--- src/rtl/mips_loader_pkg.sv ---
// Shared types and default sizing for the MIPS instruction-memory program loader.
package mips_loader_pkg;

  typedef enum logic [2:0] {
    ST_LOAD,
    ST_DRAIN,
    ST_HOLD,
    ST_RUN,
    ST_ERROR
  } loader_state_e;

  localparam int DEFAULT_DEPTH       = 64;
  localparam int DEFAULT_HOLD_CYCLES = 4;
  localparam int WORD_BYTES          = 4;

endpackage

--- src/rtl/program_loader.sv ---
// Streams a program from a host into instruction memory and holds the MIPS core
// in reset until the image is complete and a short settle period has elapsed.
module program_loader
  import mips_loader_pkg::*;
#(
  parameter int DEPTH       = DEFAULT_DEPTH,
  parameter int HOLD_CYCLES = DEFAULT_HOLD_CYCLES
) (
  input  logic                     Clk,
  input  logic                     Reset,
  input  logic [31:0]              LoadData,
  input  logic                     LoadValid,
  input  logic                     LoadLast,
  output logic                     LoadReady,
  input  logic                     Reload,
  output logic                     ImemWrEn,
  output logic [31:0]              ImemWrAddr,
  output logic [31:0]              ImemWrData,
  output logic                     CpuReset,
  output logic                     Done,
  output logic                     Error,
  output logic [$clog2(DEPTH):0]   WordCount
);

  localparam int CW = $clog2(DEPTH) + 1;
  localparam int HW = (HOLD_CYCLES > 1) ? $clog2(HOLD_CYCLES) : 1;
  localparam logic [CW-1:0] DEPTH_C    = CW'(DEPTH);
  localparam logic [CW-1:0] LAST_IDX   = CW'(DEPTH - 1);
  localparam logic [HW-1:0] HOLD_START = HW'(HOLD_CYCLES - 1);

  loader_state_e state_q, state_d;
  logic [CW-1:0] count_q, count_d;
  logic [HW-1:0] hold_q, hold_d;
  logic          wr_en_q, wr_en_d;
  logic [31:0]   wr_addr_q, wr_addr_d;
  logic [31:0]   wr_data_q, wr_data_d;
  logic          ready_q, ready_d;
  logic          cpu_reset_q, cpu_reset_d;
  logic          done_q, done_d;
  logic          error_q, error_d;
  logic          accept;

  assign accept = LoadValid && ready_q;

  // NOTE: every _d gets a default before the case so no path leaves it unassigned (no latches).
  always_comb begin
    state_d   = state_q;
    count_d   = count_q;
    hold_d    = hold_q;
    wr_en_d   = 1'b0;
    wr_addr_d = wr_addr_q;
    wr_data_d = wr_data_q;

    unique case (state_q)
      ST_LOAD: begin
        if (accept) begin
          wr_en_d   = 1'b1;
          wr_data_d = LoadData;
          wr_addr_d = 32'(count_q) * WORD_BYTES;
          if (count_q != DEPTH_C) count_d = count_q + 1'b1;
          if (LoadLast)                 state_d = ST_DRAIN;
          else if (count_q == LAST_IDX) state_d = ST_ERROR;
        end
      end
      ST_DRAIN: begin
        state_d = ST_HOLD;
        hold_d  = HOLD_START;
      end
      ST_HOLD: begin
        if (hold_q == '0) state_d = ST_RUN;
        else              hold_d  = hold_q - 1'b1;
      end
      ST_RUN, ST_ERROR: begin
        if (Reload) begin
          state_d = ST_LOAD;
          count_d = '0;
        end
      end
      default: state_d = ST_LOAD;
    endcase

    // Status flags are decoded from the next state so they change on the same edge as the state.
    ready_d     = (state_d == ST_LOAD);
    cpu_reset_d = (state_d != ST_RUN);
    done_d      = (state_d == ST_RUN);
    error_d     = (state_d == ST_ERROR);
  end

  // NOTE: sequential state uses non-blocking assignments so all flops update together at the edge.
  always_ff @(posedge Clk) begin
    if (!Reset) begin
      // NOTE: the write register is reset too, so a write captured on the reset edge is dropped.
      state_q     <= ST_LOAD;
      count_q     <= '0;
      hold_q      <= '0;
      wr_en_q     <= 1'b0;
      wr_addr_q   <= '0;
      wr_data_q   <= '0;
      ready_q     <= 1'b1;
      cpu_reset_q <= 1'b1;
      done_q      <= 1'b0;
      error_q     <= 1'b0;
    end else begin
      state_q     <= state_d;
      count_q     <= count_d;
      hold_q      <= hold_d;
      wr_en_q     <= wr_en_d;
      wr_addr_q   <= wr_addr_d;
      wr_data_q   <= wr_data_d;
      ready_q     <= ready_d;
      cpu_reset_q <= cpu_reset_d;
      done_q      <= done_d;
      error_q     <= error_d;
    end
  end

  assign LoadReady  = ready_q;
  assign ImemWrEn   = wr_en_q;
  assign ImemWrAddr = wr_addr_q;
  assign ImemWrData = wr_data_q;
  assign CpuReset   = cpu_reset_q;
  assign Done       = done_q;
  assign Error      = error_q;
  assign WordCount  = count_q;

endmodule
--- config.mk ---
export PLATFORM = sky130hd
export DESIGN_NAME = program_loader
export DESIGN_NICKNAME = d
export VERILOG_FILES = /design/src/rtl/mips_loader_pkg.sv /design/src/rtl/program_loader.sv
export SDC_FILE = /design/constraint.sdc
export NUM_CORES = 1
export LEC_CHECK = 0
export BUFFER_PORTS_ARGS = -buffer_cell sky130_fd_sc_hd__buf_2
export CORE_MARGIN = 10
export CORE_UTILIZATION = 49
export DETAILED_ROUTE_END_ITERATION = 10
export GPL_TIMING_DRIVEN = 1
export MAX_ROUTING_LAYER = met4
export PLACE_DENSITY = 0.86
export RECOVER_POWER = 25
export SLEW_MARGIN = 20
export SYNTH_ARGS = -nofsm -noshare
export SYNTH_HDL_FRONTEND = slang
export SYNTH_SLANG_ARGS = --single-unit
--- constraint.sdc ---
create_clock -name Clk -period 2.3 [get_ports Clk]
set_input_delay 0.46 -clock Clk [delete_from_list [all_inputs] [get_ports Clk]]
set_output_delay 0.46 -clock Clk [all_outputs]
set_load 0.03 [all_outputs]
==> impl_results.html <==
<table>
<tr><th>Metric</th><th>Value</th></tr>
<tr><th colspan="2">Die</th></tr>
<tr><td>Row cnt</td><td>25</td></tr>
<tr><td>Die X-Extent</td><td>89.7 um</td></tr>
<tr><td>Die outline area</td><td>8050 um^2</td></tr>
<tr><td>Boundary pin count</td><td>113</td></tr>
<tr><td>Die height</td><td>89.7 um</td></tr>
<tr><td>Core region area</td><td>4720 um^2</td></tr>
<tr><td>Starting Density</td><td>0.504</td></tr>
<tr><th colspan="2">STA</th></tr>
<tr><td>Period minus WS final</td><td>1980 ps</td></tr>
<tr><td>Worst Max-Slew Pin Slew</td><td>556 ps</td></tr>
<tr><td>Setup-violating endpoint count in the final report</td><td>0</td></tr>
<tr><td>Final clock period utilization by the worst path</td><td>0.859</td></tr>
<tr><td>RSZ-0062 raised after global routing</td><td>no</td></tr>
<tr><td>Count of final hold-check violations</td><td>0</td></tr>
<tr><td>Sum Neg Setup Slack</td><td>0 ps</td></tr>
<tr><td>Achievable Freq</td><td>0.506 GHz</td></tr>
<tr><td>Post-Route Skew</td><td>3.13 ps</td></tr>
<tr><td>Max-slew violation total from the final report</td><td>0</td></tr>
<tr><td>Worst relative slew slack</td><td>0.626</td></tr>
<tr><th colspan="2">Pwr</th></tr>
<tr><td>PD cells</td><td>801 nW/um^2</td></tr>
<tr><td>Lkg Pwr</td><td>1.23 nW</td></tr>
<tr><td>Worst vdd ir</td><td>447 uV</td></tr>
<tr><th colspan="2">Synthesis</th></tr>
<tr><td>Post-synthesis sequential element count</td><td>56</td></tr>
<tr><td>Top area cells in the synthesized netlist</td><td>dfxtp_1, nand2_1, a21oi_1</td></tr>
<tr><td>Cell variety after synth</td><td>42</td></tr>
<tr><td>Sequential fraction of the synthesis area</td><td>0.471</td></tr>
<tr><td>Largest area contributor in the synthesized netlist</td><td>dfxtp_1</td></tr>
<tr><td>Cell area after technology mapping</td><td>2380 um^2</td></tr>
<tr><td>Synth top cells by count</td><td>nand2_1, dfxtp_1, a21oi_1, buf_4, buf_2</td></tr>
<tr><td>Post-synthesis area per instance</td><td>8.24 um^2</td></tr>
<tr><td>Most used flip-flop cell after synthesis</td><td>dfxtp_1</td></tr>
<tr><td>Xor-xnor portion of the synthesized cell area</td><td>0</td></tr>
<tr><td>Count of warnings emitted by yosys</td><td>0</td></tr>
<tr><td>EDFF count, synth</td><td>0</td></tr>
<tr><td>Proportion of netlist area held by the largest area contributor</td><td>0.471</td></tr>
<tr><td>Post-synthesis async set-or-reset flop share</td><td>0</td></tr>
<tr><td>Share of synthesized cell area in full adder, half adder and majority cells</td><td>0.0158</td></tr>
<tr><td>Combinational family with the most area after synthesis</td><td>simple AND/OR/NAND/NOR gates</td></tr>
<tr><td>Synthesized-area fraction occupied by ao, oa, aoi and oai cells</td><td>0.145</td></tr>
<tr><td>Fraction of synthesized area in multiplexers</td><td>0.0131</td></tr>
<tr><td>Synthesized-area fraction occupied by and/or/nand/nor cells</td><td>0.223</td></tr>
<tr><td>Synthesized instance count</td><td>289</td></tr>
<tr><td>Most instantiated library cell after synthesis</td><td>nand2_1</td></tr>
<tr><th colspan="2">Cells and area</th></tr>
<tr><td>Fraction of final layout cells sized beyond drive strength 1</td><td>0.229</td></tr>
<tr><td>Antenna diodes</td><td>0</td></tr>
<tr><td>Util after Layout</td><td>0.598</td></tr>
<tr><td>Post-synthesis to final-layout area growth</td><td>18.6%</td></tr>
<tr><td>Number of nets in the layout</td><td>410</td></tr>
<tr><th colspan="2">Critical path</th></tr>
<tr><td>Category of the worst setup path capture point</td><td>flop</td></tr>
<tr><td>Ordered list of cells on the worst path</td><td>nor2_1, nand4b_1, or4_1, a21boi_1</td></tr>
<tr><td>Maximum single-stage delay on the critical path</td><td>630 ps</td></tr>
<tr><td>Critical path data arrival time</td><td>2210 ps</td></tr>
<tr><td>Critical Path Slowest Stage Cell</td><td>or4_1</td></tr>
<tr><td>Crit Path Category</td><td>reg2reg</td></tr>
<tr><td>Worst setup SP type</td><td>flop</td></tr>
<tr><td>WP data required</td><td>2530 ps</td></tr>
<tr><td>Peak fanout along the critical path</td><td>13</td></tr>
<tr><th colspan="2">Global routing</th></tr>
<tr><td>Grt ovf</td><td>0</td></tr>
<tr><td>Wire length of the first global-routing pass</td><td>9810 um</td></tr>
<tr><td>Total GRT Usage</td><td>0.143</td></tr>
<tr><td>Pin count of the biggest net entering global routing</td><td>29</td></tr>
<tr><td>Number of antenna violations at the first check in global routing</td><td>0</td></tr>
<tr><td>Via count of the first global-routing pass</td><td>2,055</td></tr>
<tr><th colspan="2">Placement</th></tr>
<tr><td>PortBufs</td><td>87</td></tr>
<tr><td>Detailed placer's ending HPWL</td><td>4580 um</td></tr>
<tr><td>GP Congestion</td><td>0.745</td></tr>
<tr><th colspan="2">Route</th></tr>
<tr><td>Detailed Route Iter0 Violations</td><td>105</td></tr>
<tr><td>Number of search-and-repair iterations in the first detailed-routing pass</td><td>4</td></tr>
<tr><td>Detail Route Antenna Nets</td><td>0</td></tr>
<tr><td>Remaining DRCs</td><td>0</td></tr>
<tr><td>Detail-routed via count per cell</td><td>4.82</td></tr>
<tr><td>Post-DR wirelength/cell</td><td>13.5 um</td></tr>
<tr><td>Final WL</td><td>5920 um</td></tr>
<tr><td>Total vias in the final route</td><td>2,111</td></tr>
<tr><th colspan="2">Clock network</th></tr>
<tr><td>Clock buffer count from CTS</td><td>5</td></tr>
<tr><td>CTS Hold Buffers Added</td><td>0</td></tr>
<tr><td>CTS root buf</td><td>clkbuf_8</td></tr>
<tr><td>CTS tree</td><td>yes</td></tr>
<tr><td>Clock net sink count</td><td>56</td></tr>
<tr><td>Later-pin clock latency in the skew report</td><td>300 ps</td></tr>
<tr><td>Deepest clock path buffer count</td><td>2</td></tr>
<tr><td>CTS resizes</td><td>0</td></tr>
<tr><td>Setup fix buffers added after clock tree synthesis</td><td>0</td></tr>
<tr><td>Clock transition at the registers of the reported paths</td><td>100 ps</td></tr>
<tr><td>Htree depth</td><td>2</td></tr>
<tr><th colspan="2">Outcome</th></tr>
<tr><td>Status</td><td>finished, final reports clean</td></tr>
<tr><th colspan="2">Min path</th></tr>
<tr><td>Min-delay worst type</td><td>in2reg</td></tr>
<tr><th colspan="2">Flow run</th></tr>
<tr><td>Maximum Capacitance Violations</td><td>0</td></tr>
</table>
## worst max-delay path, delay by kind of cell (launching register included)
kind | cells | cell delay, ps
flip-flops | 1 | 420
AO/OA/AOI/OAI | 1 | 150
AND/OR/NAND/NOR | 3 | 1330
## state kept, by name, summed over array words and instances (netlist names)
register    count
state_q         3
WordCount       7
ImemWrEn        1
LoadReady       1
Done            1
CpuReset        1
ImemWrAddr      7
ImemWrData     32
hold_q          2
Error           1
## metrics by stage
step / setup WS, ps / hold slack (ps) / power (mW) / std cells / instance area [um^2]
after floorplan: 574 / 440 / 1.61 / 313 / 2470
after global placement: 501 / 438 / 1.72 / 430 / 2760
after detailed placement: 396 / 443 / 1.74 / 430 / 2760
after CTS: 368 / 374 / 2.30 / 438 / 2860
after global routing: 155 / 362 / 2.39 / 438 / 2830
final: 324 / 381 / 2.26 / 438 / 2830
## report_power, final
part | internal, mW | switching (mW)
combinational | 0.162 | 0.434
clock | 0.247 | 0.312
sequential | 1.05 | 0.0537
total | 1.46 | 0.800
## final cells by class
type / count / area (um^2)
clock buffers: 6 / 82.6
clock inverters: 2 / 13.8
inverters: 9 / 33.8
flip-flops and latches: 56 / 1120
multi-input cells: 205 / 1040
repair buffers: 93 / 453
fillers: 468 / 1900
well taps: 67 / 83.8
## worst paths after layout
| path | cells after the start | startpoint | to | slack [ps] |
|---|---|---|---|---|
| setup / recovery | 4 | state_q[0] | WordCount[3] | 320 |
| hold / removal | 3 | LoadData[6] | ImemWrData[6] | 380 |
| setup reg to reg | 4 | state_q[0] | WordCount[3] | 320 |
| hold reg to reg | 2 | ImemWrData[28] | ImemWrData[28] | 460 |
## cell usage in the layout, fill, tap and decap left out, types with 3 or more instances in the layout
| cell type | count |
|---|---|
| a21oi_1 | 42 |
| a31oi_1 | 3 |
| and3_1 | 3 |
| buf_2 | 65 |
| buf_4 | 6 |
| clkbuf_1 | 22 |
| clkbuf_8 | 6 |
| conb_1 | 25 |
| dfxtp_1 | 56 |
| ha_1 | 3 |
| inv_1 | 9 |
| nand2_1 | 79 |
| nand2b_1 | 4 |
| nand3_1 | 4 |
| nor2_1 | 5 |
| o211ai_1 | 3 |
| o21ai_0 | 3 |
## metal layers
metal / track usage / wire length [um] / vias up
met5: - / 0 / -
met4: 0.0283 / 14 / 0
met3: 0.0599 / 479 / 2
met2: 0.232 / 2850 / 77
met1: 0.162 / 2580 / 961
li1: - / - / 1071
## cells by family (layout without fill, tap and decap cells)
family / count (synthesis) / after routing
AND/OR/NAND/NOR: 114 / 114
AO/OA/AOI/OAI: 60 / 60
flip-flops: 56 / 56
buffers and inverters: 52 / 110
adder cells (fa/ha/maj): 3 / 3
multiplexers: 3 / 3
other: 1 / 25
(Power assumes the default switching activity.)
